`src/rtl/avg_unit_scheduler.sv`:
```
// Round-robin scheduler that shares one AvgUnit among NUM_REQ requesters, one transaction in flight.
// Optional: define AVG_SCHED_PERF_EN to add the 16-bit completed-transaction counter txn_count.
module avg_unit_scheduler #(
   parameter int DATA_WIDTH = 16,
   parameter int SIZE       = 4,
   parameter int NUM_REQ    = 4,
   parameter int ID_W       = 2,
   parameter int AVG_CYCLES = 8
) (
   input  logic                               clk,
   input  logic                               reset,
   input  logic [NUM_REQ-1:0]                 req_valid,
   input  logic [NUM_REQ*DATA_WIDTH*SIZE-1:0] req_data,
   output logic [NUM_REQ-1:0]                 req_ready,
   output logic [DATA_WIDTH*SIZE-1:0]         avg_x,
   output logic                               avg_reset,
   input  logic [DATA_WIDTH-1:0]              avg_out,
   output logic                               resp_valid,
   input  logic                               resp_ready,
   output logic [ID_W-1:0]                    resp_id,
   output logic [DATA_WIDTH-1:0]              resp_data
`ifdef AVG_SCHED_PERF_EN
   ,
   output logic [15:0]                        txn_count
`endif
);

   localparam int VEC_W = DATA_WIDTH * SIZE;
   localparam int CNT_W = (AVG_CYCLES > 1) ? $clog2(AVG_CYCLES) : 1;
   localparam logic [CNT_W-1:0] CNT_LAST = CNT_W'(AVG_CYCLES - 1);
   localparam logic [ID_W-1:0]  PTR_RST  = ID_W'(NUM_REQ - 1);

   localparam logic [1:0] S_IDLE  = 2'd0;
   localparam logic [1:0] S_CLEAR = 2'd1;
   localparam logic [1:0] S_RUN   = 2'd2;
   localparam logic [1:0] S_DONE  = 2'd3;

   logic [1:0]            state_q, state_d;
   logic [ID_W-1:0]       rr_ptr_q, rr_ptr_d;
   logic [CNT_W-1:0]      cnt_q, cnt_d;
   logic [VEC_W-1:0]      avg_x_q, avg_x_d;
   logic                  resp_valid_q, resp_valid_d;
   logic [ID_W-1:0]       resp_id_q, resp_id_d;
   logic [DATA_WIDTH-1:0] resp_data_q, resp_data_d;

   logic [VEC_W-1:0]      req_vec [NUM_REQ];
   logic                  grant_vld;
   logic [ID_W-1:0]       grant_idx;
   logic [ID_W-1:0]       cand;
   logic                  grant;

   for (genvar gi = 0; gi < NUM_REQ; gi++) begin : g_unpack
      assign req_vec[gi] = req_data[gi*VEC_W +: VEC_W];
   end

   // Scan from the farthest candidate down so the nearest one after rr_ptr wins.
   always_comb begin
      grant_vld = 1'b0;
      grant_idx = '0;
      cand      = '0;
      for (int k = NUM_REQ; k >= 1; k--) begin
         cand = ID_W'((int'(rr_ptr_q) + k) % NUM_REQ);
         if (req_valid[cand]) begin
            grant_vld = 1'b1;
            grant_idx = cand;
         end
      end
   end

   assign grant     = (state_q == S_IDLE) && !reset && grant_vld;
   assign req_ready = grant ? (NUM_REQ'(1) << grant_idx) : '0;

   always_comb begin
      state_d      = state_q;
      rr_ptr_d     = rr_ptr_q;
      cnt_d        = cnt_q;
      avg_x_d      = avg_x_q;
      resp_valid_d = resp_valid_q;
      resp_id_d    = resp_id_q;
      resp_data_d  = resp_data_q;
      case (state_q)
         S_IDLE: begin
            if (grant) begin
               avg_x_d   = req_vec[grant_idx];
               resp_id_d = grant_idx;
               rr_ptr_d  = grant_idx;
               state_d   = S_CLEAR;
            end
         end
         S_CLEAR: begin
            cnt_d   = '0;
            state_d = S_RUN;
         end
         S_RUN: begin
            if (cnt_q == CNT_LAST) begin
               resp_data_d  = avg_out;
               resp_valid_d = 1'b1;
               state_d      = S_DONE;
            end else begin
               cnt_d = cnt_q + 1'b1;
            end
         end
         S_DONE: begin
            if (resp_ready) begin
               resp_valid_d = 1'b0;
               state_d      = S_IDLE;
            end
         end
         default: state_d = S_IDLE;
      endcase
   end

   always_ff @(posedge clk) begin
      if (reset) begin
         state_q      <= S_IDLE;
         rr_ptr_q     <= PTR_RST;
         cnt_q        <= '0;
         avg_x_q      <= '0;
         resp_valid_q <= 1'b0;
         resp_id_q    <= '0;
         resp_data_q  <= '0;
      end else begin
         state_q      <= state_d;
         rr_ptr_q     <= rr_ptr_d;
         cnt_q        <= cnt_d;
         avg_x_q      <= avg_x_d;
         resp_valid_q <= resp_valid_d;
         resp_id_q    <= resp_id_d;
         resp_data_q  <= resp_data_d;
      end
   end

   // The unit is held in reset everywhere except while accumulating.
   assign avg_reset  = (state_q != S_RUN);
   assign avg_x      = avg_x_q;
   assign resp_valid = resp_valid_q;
   assign resp_id    = resp_id_q;
   assign resp_data  = resp_data_q;

`ifdef AVG_SCHED_PERF_EN
   logic [15:0] txn_q, txn_d;

   always_comb begin
      txn_d = txn_q;
      if (resp_valid_q && resp_ready) begin
         txn_d = txn_q + 16'd1;
      end
   end

   always_ff @(posedge clk) begin
      if (reset) begin
         txn_q <= '0;
      end else begin
         txn_q <= txn_d;
      end
   end

   assign txn_count = txn_q;
`endif

endmodule
```
`config.mk`:
```
export PLATFORM = sky130hd
export DESIGN_NAME = avg_unit_scheduler
export DESIGN_NICKNAME = d
export VERILOG_FILES = /design/src/rtl/avg_unit_scheduler.sv
export SDC_FILE = /design/constraint.sdc
export NUM_CORES = 1
export LEC_CHECK = 0
export ABC_AREA = 1
export CORE_AREA = 2 2 142 144
export CTS_BUF_LIST = sky130_fd_sc_hd__clkbuf_8
export DETAILED_ROUTE_END_ITERATION = 12
export DIE_AREA = 0 0 144 146
export GPL_ROUTABILITY_DRIVEN = 1
export HOLD_SLACK_MARGIN = 0.05
export MAX_ROUTING_LAYER = met4
export PLACE_DENSITY = 0.7
export RECOVER_POWER = 100
export SKIP_LAST_GASP = 1
export SLEW_MARGIN = 20
export SYNTH_ARGS = -nofsm -noshare
export SYNTH_HDL_FRONTEND = slang
export SYNTH_SLANG_ARGS = --single-unit
```
`constraint.sdc`:
```
create_clock -name clk -period 2.3 [get_ports clk]
set_input_delay 0.575 -clock clk [delete_from_list [all_inputs] [get_ports clk]]
set_output_delay 0.575 -clock clk [all_outputs]
set_load 0.01 [all_outputs]
```
; Yosys cells after proc, flatten, opt, wreduce, memory -nomap -nowiden
; Index checks and enable logic that the tools add are counted.
[word_totals]
input_bits = 279
reg_bits = 90
[classes]
reduce_logical = 11
n_addsub = 5
n_eq_ne = 9
magnitude_cmp = 5
muxes = 29
n_bitwise = 1
n_shift = 1
[op_table]
columns = operator, count
row1 = $bmux W64 S2, 1
row2 = $mux W64, 2
row3 = $mux W2, 7
row4 = $lt A2 B3 Y1 const B, 4
row5 = $mux W1, 10
row6 = $ne A2 B2 Y1 const B, 5
row7 = $bmux W1 S2, 4
row8 = $pmux W2 S4, 1
row9 = $pmux W3 S2, 1
row10 = $reduce_and A2 Y1, 3
row11 = $reduce_and A3 Y1, 2
row12 = $add A2 B1 Y2 const B, 2
row13 = $add A2 B2 Y2 const B, 2
row14 = $eq A2 B2 Y1 const B, 2
row15 = $mux W4, 1
row16 = $reduce_bool A2 Y1, 2
row17 = $shl A1 B2 Y4 const A, 1
row18 = $add A3 B1 Y3 const B, 1
row19 = $eq A3 B3 Y1 const B, 1
row20 = $ge A3 B3 Y1 const B, 1
row21 = $mux W3, 1
row22 = $not A2 Y3, 1
row23 = $eq A2 B1 Y1 const B, 1
row24 = $logic_and A1 B1 Y1, 2
row25 = other kinds (3), 3

; Longest topological paths before layout
; Gate-level depths: netlist (run 1).
[logic_depth]
ltp_word = 11
depth_mapped = 17
depth_no_buf = 15

; Worst setup path before layout (run 1)
; No wires, ideal clock.
[synth_timing]
path_type = input -> output
from = in req_valid[3]
to = out req_ready[0]
path_buffers = 2
cell_stages = 10
slack_ns = -0.061
t_arrival_ns = 1.786
path_cell_list = inv_1 o21ai_1 nand2_1 nand2_1 inv_2 nand3_2 nand2_2 buf_8 buf_4 nor3_1
[synth_via]
elab_chain_len = 8
elab_cells_between_ends = 19
classes_between = 1 x shift / 17 x mux / 1 x reduce/logical
[synth_lines]
columns = element, line_no
row1 = "start, declared", 12  ; input logic [NUM_REQ-1:0] req_valid,
row2 = $bmux W1 S2, 63  ; if (req_valid[cand]) begin
row3 = $mux W1 (not written as such), 63
row4 = $mux W2 / $mux W1 (equally long branches) (4 in series), 63
row5 = $shl A1 B2 Y4 / $logic_and A1 B1 Y1 (equally long branches), "71, 70"
row6 = $mux W4 *, 71  ; assign req_ready = grant ? (NUM_REQ'(1) << grant_idx) : '0;
row7 = "end, declared", 14  ; output logic [NUM_REQ-1:0] req_ready,
; Every way passes the cells marked *; elsewhere a longest branch is shown, timed or not. The select of a mux whose other input is x is not followed.

; Worst setup path after layout (run 1)
; Same ends and word-level chain as after synthesis.

==> impl_metrics.json, run 1 <==
{
  "area_growth_syn_to_layout_pct": 72.1,
  "synth_area_per_cell_um2": 5.49,
  "setup_slack_ns": -0.163,
  "grt_usage_pct": 23.0,
  "cts-root-buf": "clkbuf_8",
  "final_antenna_net_count": 0,
  "die_h_um": 146,
  "period_share_pct": 107,
  "grt_pass1_wl_um": 37200,
  "yosysTopAreaCell": "nand2_1",
  "yosys_warnings": 0,
  "syn_nets": 1374,
  "instances_no_fill": 1705,
  "tritoncts": "built",
  "placed_cell_area_um2": 9860,
  "startpoint_type": "primary input",
  "cap_viol_max_count": 0,
  "yosysTopAreaCellShare_pct": 43.0,
  "dieArea_um2": 21000,
  "path_class": "primary input to output port",
  "globalplace.congestion": 0.864,
  "synthCells": 1088,
  "layout.area.seq_um2": 1810,
  "syn_area_um2": 5980,
  "route.detailed.drc": 0,
  "drt_iter0_markers": 360,
  "fin_nets": 1718,
  "rsz0062_at_grt": "true",
  "wl_um": 25100,
  "start_util_pct": 30.9,
  "htree_levels": 3,
  "crit_buf_inv": 5,
  "fin_tns_setup_ns": -0.479,
  "numCtsBuffers": 9,
  "clk_pin_slew_worst_paths_ns": 0.09,
  "fin_crit_ns": 2.46,
  "rrSetupSlack_ns": 0.10,
  "numPortBuffers": 366,
  "holdCritPathClass": "register to register",
  "outcome": "complete, but fails checks",
  "grt_max_degree": 65,
  "synthTopCellsByArea": "nand2_1 43%, dfxtp_1 30%, nand3_1 11%",
  "finClkSkew_ns": 0.0125,
  "clk_latency_ns": 0.37,
  "cts_buffer_depth": 2,
  "crit_family": "buffers and inverters",
  "multi_input_comb_area_um2": 3790,
  "crit_chain": "clkdlybuf4s15_1, inv_2, o21ai_4, buf_6, nor2_1, nand2_1, nand3_2, buf_4, nor3_4, buf_2",
  "gr-total-overflow": 0,
  "synth.distinct_cells": 25,
  "firstDrtPassIters": 5,
  "leakagePower_nw": 5.26,
  "place_ws_ns": -0.875,
  "p_total_mw": 12.2,
  "core_area_um2": 19300,
  "via_count": 7944,
  "finalHoldViolCount": 0,
  "synth_seq_cells": 90,
  "critPathRequiredTime_ns": 1.73,
  "synth_seq_area_share_pct": 30.1,
  "p_per_area_nw_per_um2": 1180,
  "dp_hpwl_um": 17000,
  "slowest_stage": "o21ai_4",
  "clock_sinks": 90,
  "drive_above_1_share_pct": 6.96,
  "crit_path_end_kind": "output port",
  "worst_pin_slew_ns": 0.628,
  "critPathArrivalTime_ns": 1.89,
  "max_stage_delay_ns": 0.22,
  "vdd_drop_max_mv": 1.07,
  "stdcell_area_um2": 10300,
  "violations": "negative setup slack",
  "grt_pass1_vias": 7458,
  "top_level_ports": 367,
  "die-width_um": 144,
  "cp_max_fo": 4,
  "wl_per_cell_um": 14.7,
  "routed_via_density": 4.66,
  "slew_viol_final": 0,
  "grt_antenna_before_repair": 3,
  "dp.cells": 1676,
  "setup_violations": 4,
  "slew-limit-headroom_pct": 58.2,
  "fill_cells": 1990,
  "rows": 51,
  "fmax_mhz": 406
}
[worst paths after layout]
check | from | endpoint | cells past startpoint
setup reg to reg | rr_ptr_q[0]$_SDFFE_PP1P_ | avg_x[63]$_SDFFE_PP0P_ | 14
hold reg to reg | avg_x[25]$_SDFFE_PP0P_ | avg_x[25]$_SDFFE_PP0P_ | 2
hold / removal | avg_x[25]$_SDFFE_PP0P_ | avg_x[25]$_SDFFE_PP0P_ | 2
setup / recovery | req_valid[3] | req_ready[0] | 10
[per-stage QoR]
stage | utilization (%) | hold slack (ns)
detailed placement | 51.0 | 0.438
global placement | 51.0 | 0.435
floorplan | - | 0.433
global route | 53.2 | 0.470
CTS | 52.7 | 0.457
finish | 53.2 | 0.450
[sequential cells by signal, indices dropped and copies added, names as in the netlist]
| name | cells |
|---|---|
| resp_data | 16 |
| state_q | 2 |
| avg_x | 64 |
| rr_ptr_q | 2 |
| cnt_q | 3 |
| resp_valid | 1 |
| resp_id | 2 |
[worst min-delay path, cell delays in order, from the launching register on]
cell	delay, ns
dfxtp_1	0.32
nand2_1	0.06
nand2_1	0.04
[where the power goes]
part	internal, mW	switching [mW]
sequential	1.94	0.183
clock	0.425	0.662
combinational	3.44	5.52
total	5.80	6.36
[layout by cell type, fill, tap and decap left out, types with 3 or more instances in the layout]
master             n
a21oi_1            5
buf_2              5
buf_4             25
buf_6              7
buf_8              3
clkbuf_8           9
clkdlybuf4s50_1  291
dfxtp_1           88
diode_2            3
dlygate4sd2_1      3
dlygate4sd3_1     66
ha_1               7
inv_1             12
inv_2              7
inv_6              3
nand2_1          669
nand2_2           13
nand2_4            5
nand3_1          129
nor2_1            38
o21ai_0           20
[synthesized netlist by cell type]
cell      number
nand2_1      685
nand3_1      131
dfxtp_1       90
buf_2         44
nor2_1        40
o21ai_0       20
inv_1         15
clkbuf_1      14
buf_4          7
ha_1           7
a21oi_1        6
buf_6          6
inv_2          5
buf_1          3
o21ai_1        3
nand2_2        2
nor3_1         2
a211oi_1       1
a22oi_1        1
buf_8          1
clkinv_1       1
nand3_2        1
o211ai_1       1
o22ai_1        1
or2_2          1
[kinds of logic after synthesis]
| logic type | synth area share (%) |
|---|---|
| AND/OR/NAND/NOR | 57.1 |
| buffers and inverters | 8.33 |
| flip-flops | 30.1 |
| AO/OA/AOI/OAI | 2.91 |
| adder cells (fa/ha/maj) | 1.47 |
[cell type report]
cell class / count / share of cell area, %
repair buffers: 408 / 39.6
multi-input cells: 902 / 36.9
flip-flops and latches: 90 / 17.6
well taps: 265 / 3.22
clock buffers: 9 / 1.20
inverters: 21 / 0.791
clock inverters: 7 / 0.645
diodes: 3 / 0.0730
[routing by layer]
| metal | part of all wire, % | routed length (um) | up-vias | global-route usage (%) |
|---|---|---|---|---|
| met2 | 50 | 12500 | 308 | 41.5 |
| met1 | 40 | 10000 | 3542 | 24.8 |
| met3 | 8.5 | 2140 | 30 | 5.23 |
| met5 | 0 | 0 | - | - |
| li1 | - | - | 4064 | - |
| met4 | 2.0 | 490 | 0 | 7.11 |
[repair_timing]
| action | CTS | global route |
|---|---|---|
| resized for setup | 50 | 22 |
| pin swaps | 16 | 8 |
| gates cloned | 1 | 2 |
| hold buffers | 0 | 0 |
| buffers inserted | 5 | 2 |
| endpoints found under the setup margin | 69 | 68 |
No activity file was read; power rests on OpenSTA's default activity.
==> run 2: changes to the inputs <==
- CAP_MARGIN: not set -> 20
- MAX_ROUTING_LAYER: met4 -> not set
==> run 2 against run 1 <==
The flow still finishes with violations (negative setup slack). Worst hold slack about the same. Via count about the same. Final cell count unchanged. Largest cell class unchanged. Largest power group unchanged. Highest routed layer unchanged.
==> impl_metrics.json, run 2 (synthesis gave the netlist of run 1 again) <==
{
  "critPathArrivalTime_ns": 1.89,
  "cts-root-buf": "clkbuf_8",
  "sw_frac_of_total_pct": 52.3,
  "dp_hpwl_um": 17000,
  "gr-total-overflow": 0,
  "cts_buffer_depth": 2,
  "globalplace.congestion": 0.851,
  "worst_pin_slew_ns": 0.632,
  "numPortBuffers": 366,
  "wl_per_cell_um": 14.7,
  "period_share_pct": 107,
  "htree_levels": 3,
  "finClkSkew_ns": 0.0125,
  "area_growth_syn_to_layout_pct": 72.1,
  "rows": 51,
  "dieArea_um2": 21000,
  "p_int_mw": 5.80,
  "final_common_cell": "nand2_1",
  "critPathRequiredTime_ns": 1.73,
  "wl_um": 25000,
  "path_class": "primary input to output port",
  "switching_power_mw": 6.35,
  "outcome": "complete, but fails checks",
  "timing.hold.ws_ns": 0.450,
  "routed_via_density": 4.66,
  "startpoint_type": "primary input",
  "fin_crit_ns": 2.46,
  "grt_pass1_wl_um": 37200,
  "final_antenna_net_count": 0,
  "drt_iter0_markers": 395,
  "grt_usage_pct": 22.3,
  "ctsHoldBuffers": 0,
  "vdd_drop_max_mv": 1.05,
  "grt_pass1_vias": 7455,
  "seq_power_share_pct": 17.5,
  "core_area_um2": 19300,
  "via_count": 7942,
  "cap_viol_max_count": 0,
  "numCtsBuffers": 9,
  "largest_reg_flops": 64,
  "crit_path_end_kind": "output port",
  "slew_viol_final": 0,
  "clk_pin_slew_worst_paths_ns": 0.09,
  "start_util_pct": 30.9,
  "clk_latency_ns": 0.37,
  "fin_nets": 1718,
  "firstDrtPassIters": 5,
  "die-width_um": 144,
  "postLayoutCoreUtil_pct": 53.2,
  "finalHoldViolCount": 0,
  "clock_sinks": 90,
  "top_level_ports": 367,
  "rsz0062_at_grt": "true",
  "route.detailed.drc": 0,
  "die_h_um": 146,
  "p_per_area_nw_per_um2": 1180,
  "leakagePower_nw": 5.26,
  "setup_violations": 4,
  "violations": "negative setup slack",
  "cp_max_fo": 4,
  "fmax_mhz": 406,
  "setup_slack_ns": -0.165,
  "grt_max_degree": 65,
  "fill_cells": 1990,
  "tritoncts": "built",
  "mostFrequentLayoutCells": "669 x nand2_1, 289 x clkdlybuf4s50_1, 129 x nand3_1",
  "holdCritPathClass": "register to register",
  "slew-limit-headroom_pct": 57.9,
  "combPwrFrac_pct": 73.6,
  "drive_above_1_share_pct": 6.96,
  "fin_tns_setup_ns": -0.483,
  "p_total_mw": 12.2,
  "grt_antenna_before_repair": 3,
  "clkPwrFrac_pct": 9.0
}
[run 2: final timing paths]
check | from | endpoint | slack, ns | cells after the start
setup / recovery | req_valid[3] | req_ready[0] | -0.16 | 10
hold / removal | avg_x[25]$_SDFFE_PP0P_ | avg_x[25]$_SDFFE_PP0P_ | 0.45 | 2
hold reg to reg | avg_x[25]$_SDFFE_PP0P_ | avg_x[25]$_SDFFE_PP0P_ | 0.45 | 2
setup reg to reg | rr_ptr_q[0]$_SDFFE_PP1P_ | avg_x[63]$_SDFFE_PP0P_ | 0.10 | 14
[run 2: routing by layer]
layer	global-route usage (%)	up-vias	routed length, um
li1	-	4065	-
met1	24.2	3530	9690
met2	41.4	314	12400
met3	6.25	33	2440
met4	7.11	0	491
met5	0	-	0
[run 2: timing repair]
| item | CTS | global route |
|---|---|---|
| resized for setup | 50 | 22 |
| pin swaps | 16 | 8 |
| buffers inserted | 5 | 2 |
| endpoints found under the hold margin | 0 | 0 |
| endpoints found under the setup margin | 69 | 68 |
| gates cloned | 1 | 2 |
[run 2: power by group through the flow]
stage,logic [mW],clock network (mW),registers (mW)
final,8.94,1.09,2.12
after global routing,10.0,1.20,2.16
after CTS,8.80,1.15,2.14
after detailed placement,8.39,0,2.16
after global placement,8.30,0,2.15
after floorplan,5.71,0,2.29
[run 2: worst max-delay path, stage by stage]
cell	delay, ns
clkdlybuf4s15_1	0.21
inv_2	0.06
o21ai_4	0.22
buf_6	0.12
nor2_1	0.03
nand2_1	0.10
nand3_2	0.11
buf_4	0.17
nor3_4	0.14
buf_2	0.15
[run 2: cell type report]
type                    instances  area (um^2)  share of cell area, %
flip-flops and latches         90         1810                   17.6
repair buffers                408         4070                   39.6
multi-input cells             902         3790                   36.9
clock buffers                   9          124                   1.20
clock inverters                 7         66.3                  0.645
inverters                      21         81.3                  0.791
well taps                     265          332                   3.22
diodes                          3         7.51                 0.0730
[run 2: metrics by stage]
step / area (um^2) / std cells / worst slack, ns
2_1_floorplan: 5990 / 1088 / 0.00566
3_5_place_dp: 9860 / 1676 / -0.875
4_1_cts: 10200 / 1698 / -0.138
5_1_grt: 10300 / 1703 / -0.284
3_3_place_gp: 9860 / 1676 / -0.851
6_report: 10300 / 1705 / -0.165
==> variant 1 (config.mk and constraints of run 1) <==
Add a define of `AVG_SCHED_PERF_EN`.
--- a/src/rtl/avg_unit_scheduler.sv
+++ b/src/rtl/avg_unit_scheduler.sv
@@ -1,5 +1,7 @@
 // Round-robin scheduler that shares one AvgUnit among NUM_REQ requesters, one transaction in flight.
 // Optional: define AVG_SCHED_PERF_EN to add the 16-bit completed-transaction counter txn_count.
+`define AVG_SCHED_PERF_EN
+
 module avg_unit_scheduler #(
    parameter int DATA_WIDTH = 16,
    parameter int SIZE       = 4,
Check against the original RTL (old outputs only; new: txn_count): equivalent (equiv_simple and equiv_induct, registers matched by name and starting in step).
==> variant 1 against run 1 <==
- the run still ends with negative setup slack left
- area after synthesis increased by 17%
- sequential cell count increased by 16
- via count increased by 17%
- cell area increased by 16%
- total power increased by 18%
- die area unchanged
- critical path depth increased by 3
- setup slack got worse by 0.049 ns
- global-route usage increased by 6.1 points
- maximum frequency decreased by 2.0%
- routed wire length increased by 30%
- register-to-register slack got worse by 0.07 ns
- non-clock buffer count increased by 43
- critical path type is now reg2out
- critical endpoint is now req_ready[1]
- largest cell class unchanged
==> variant 1: results <==
metrics = {
    "setup_path": {
        "crit_family": "simple AND/OR/NAND/NOR gates",
        "cp_slowest_cell": "dfxtp_4",
        "cp_max_fo": 6,
    },
    "power_and_ir_drop": {
        "power.switching_w": 0.00738,
        "leakage_nw": 5.66,
        "peakVddDrop_mv": 0.691,
    },
    "route": {
        "drtIter0Drc": 579,
    },
    "placed_design": {
        "portBuffers": 382,
        "dp_hpwl_um": 22400,
    },
    "status": {
        "violations": "negative setup slack",
        "status": "complete, but fails checks",
    },
    "cts": {
        "clk_latency_ns": 0.41,
        "cts.clk_slew.worst_paths_ns": 0.12,
    },
    "global_route": {
        "antenna_found_initial": 0,
        "grt_max_degree": 81,
        "grt_pass1_wl_um": 46900,
        "grt_pass1_vias": 8281,
        "grtUsageTotal_pct": 29.1,
    },
    "sta": {
        "relSlewSlack_pct": 57.0,
        "setup_viol": 4,
        "setup_slack_ns": -0.213,
    },
    "yosys": {
        "synth_cell_types": 22,
        "syn_nets": 1498,
        "synth_common_cells": "nand2_1 (581), nand3_1 (267), dfxtp_1 (106)",
    },
    "cells_and_area": {
        "antenna_cells": 0,
        "nNetsFinal": 1870,
        "fill_cells": 1848,
    },
}
==> variant 1: changes by cell type after synthesis, moves of 8 or more <==
cell / change
buf_2: -8
nand2_1: -104
buf_4: +15
nand3_1: +136
inv_1: +19
o21ai_0: +12
nor2_1: +20
dfxtp_1: +16
==> variant 1: layout make-up <==
cell class                 count  share of cell area, %
clock inverter                 7                  0.789
clock buffer                   9                   1.04
sequential                   106                   17.9
multi-input combinational    976                   37.1
inverter                      39                   1.29
tap                          265                   2.79
timing repair buffer         451                   39.1
==> variant 1: worst register-to-register path, cell delays in order, from the launching register on <==
cell,delay (ns)
dfxtp_4,0.39
buf_6,0.14
nand2_1,0.09
nand3_2,0.11
nand2_2,0.09
inv_2,0.04
nand2_4,0.09
nand2_4,0.07
buf_4,0.13
buf_4,0.11
buf_4,0.16
nand2_8,0.16
buf_16,0.16
nand3_1,0.08
nand2_1,0.12
nand2_1,0.08
nand2_1,0.11
nand2_1,0.06
nand2_1,0.07
==> variant 1: power by group through the flow <==
stage               clock network [W]  registers, W  logic [W]
finish                        0.00126       0.00244     0.0106
global route                  0.00137       0.00249     0.0116
CTS                           0.00130       0.00244    0.00985
detailed placement                  0       0.00247    0.00948
global placement                    0       0.00246    0.00946
floorplan                           0       0.00262    0.00627
==> variant 1: per-stage QoR <==
stage,power [W],TNS (ns),instances,setup WS (ns)
floorplan,0.00889,0,1211,0.00267
finish,0.0143,-0.772,1853,-0.213
CTS,0.0136,-0.684,1842,-0.174
global route,0.0155,-3.38,1853,-0.306
detailed placement,0.0119,-35.01,1815,-0.951
global placement,0.0119,-32.21,1815,-0.893
==> variant 1: final timing paths <==
path                    start            to  slack [ns]  cells past startpoint
setup / recovery  rr_ptr_q[0]  req_ready[1]       -0.21                     13
hold / removal       avg_x[4]      avg_x[4]        0.46                      2
setup reg to reg  rr_ptr_q[0]     avg_x[10]        0.03                     18
hold reg to reg      avg_x[4]      avg_x[4]        0.46                      2
==> variant 1: kinds of logic after synthesis <==
kind of cell,after synthesis,synth area share (%)
XOR/XNOR,2,0.251
buffers and inverters,130,10.0
flip-flops,106,30.4
AND/OR/NAND/NOR,918,54.5
adder cells (fa/ha/maj),8,1.43
AO/OA/AOI/OAI,47,3.44
==> variant 1: what timing repair did <==
item | 4_1_cts | 5_1_grt
endpoints found under the hold margin | 0 | 0
endpoints found under the setup margin | 50 | 69
gates cloned | 1 | 9
setup buffers | 10 | 2
pin swaps | 16 | 13
gates resized for setup | 62 | 38
==> variant 1: routing by layer <==
metal | routed length [um] | GRT usage [%] | vias up
li1 | - | - | 4612
met2 | 15600 | 47.6 | 373
met5 | 0 | - | -
met4 | 901 | 8.09 | 0
met1 | 13500 | 35.8 | 4239
met3 | 2710 | 6.52 | 56
==> variant 2 (settings of run 1) <==
Made on the original files. Take the reset off `resp_data_q` and load it in a clocked block of its own.
--- a/src/rtl/avg_unit_scheduler.sv
+++ b/src/rtl/avg_unit_scheduler.sv
@@ -118,7 +118,6 @@
          avg_x_q      <= '0;
          resp_valid_q <= 1'b0;
          resp_id_q    <= '0;
-         resp_data_q  <= '0;
       end else begin
          state_q      <= state_d;
          rr_ptr_q     <= rr_ptr_d;
@@ -126,8 +125,11 @@
          avg_x_q      <= avg_x_d;
          resp_valid_q <= resp_valid_d;
          resp_id_q    <= resp_id_d;
-         resp_data_q  <= resp_data_d;
       end
+   end
+
+   always_ff @(posedge clk) begin
+      resp_data_q <= resp_data_d;
    end
 
    // The unit is held in reset everywhere except while accumulating.
Function: no difference found for any inputs over 4 cycles, from zero or initial values and one cycle with reset high; that may be too few to reach the edited logic, so the function may still have changed.
==> variant 2 against run 1 <==
- the flow still finishes with violations (negative setup slack)
- setup slack gained 0.017 ns
- cell area fell by 1.1%
- routed wire length decreased by 2.5%
- critical endpoint is now req_ready[2]
- total power increased by 10%
- count of clock-buffer cells in the layout stayed put
- area after synthesis decreased by 1.4%
- combinational power increased by 12%
- sequential cell count is the same
==> variant 2: results <==
metrics = {
    "status": {
        "status": "complete, but fails checks",
        "violations": "negative setup slack",
    },
    "placed_design": {
        "dp_slack_ns": -0.838,
        "dpl_cell_area_sq_um": 9850,
        "dp_hpwl_um": 17700,
        "placed_cells": 1632,
    },
    "yosys": {
        "syn_nets": 1324,
        "synth_compound_area_share_pct": 1.44,
        "syn_area_per_cell_sq_um": 5.68,
        "ys_seq_area_share_pct": 33.3,
    },
    "cells_and_area": {
        "comb.multi_input.count": 857,
        "seq_cells": 90,
        "buf_share_pct": 39.4,
        "nNetsFinal": 1670,
        "inverters": 20,
        "antenna_cells": 2,
        "clkCellAreaFrac_pct": 2.04,
        "multi_input_area_share_pct": 35.2,
        "fill_cells": 1917,
    },
    "power_and_ir_drop": {
        "p_comb_w": 0.0100,
        "peakVddDrop_mv": 0.906,
        "power.switching_w": 0.00710,
        "p_comb_share_pct": 74.9,
    },
    "sta": {
        "skew_ns": 0.0120,
        "setup_viol": 14,
        "tns_ns": -0.603,
        "setup_slack_ns": -0.147,
        "hold_slack_ns": 0.455,
        "worst_pin_slew_ns": 0.981,
    },
    "route": {
        "drt-total-wl_um": 24500,
        "drtIter0Drc": 419,
        "met1_length_um": 9730,
        "via_per_inst": 4.65,
        "met3WireLength_um": 1820,
    },
    "setup_path": {
        "crit_type": "reg2out",
        "crit_family": "simple AND/OR/NAND/NOR gates",
        "rrSetupSlack_ns": -0.03,
        "cp_slowest_cell": "dfxtp_4",
        "slowest_delay_ns": 0.38,
        "crit_arrival_ns": 1.87,
        "cp_max_fo": 6,
    },
    "global_route": {
        "globalRouteMet3Util_pct": 3.95,
        "grt_max_degree": 88,
        "grtUsageTotal_pct": 22.1,
        "grt_pass1_wl_um": 35800,
        "grtUsageMet1_pct": 25.3,
        "grt_pass1_vias": 6961,
    },
    "cts": {
        "postCtsSetupBuffers": 3,
    },
}
## variant 2: cell count changes in the layout (fill, tap and decap cells not counted), moves of 5 or more
cell and delta:
clkdlybuf4s50_1 +50, o21ai_0 -15, dfxtp_1 -15, dlygate4sd3_1 -50, nor2_1 -33, edfxtp_1 +16, buf_6 -5, buf_4 +5
## variant 2: path summary, 6_finish.rpt
path                            depth (start not counted)           end
worst max-delay path                                   12  req_ready[2]
worst min-delay path                                    2     avg_x[25]
worst max register to register                         18     avg_x[40]
worst min register to register                          2     avg_x[25]
## variant 2: worst reg2reg max path, stage by stage, from the launching register on
cell and delay [ns]:
dfxtp_4 0.40, buf_6 0.14, nand2_1 0.08, nand2_2 0.10, nand2_2 0.06, nand2_1 0.07
nand2_2 0.08, nand2_2 0.09, nand2_4 0.06, nand2_4 0.09, buf_4 0.12, buf_4 0.27
buf_12 0.26, nand2_1 0.12, nand2_1 0.07, nand2_1 0.05, nand2_1 0.08, nand2_1 0.06
nand2_1 0.10
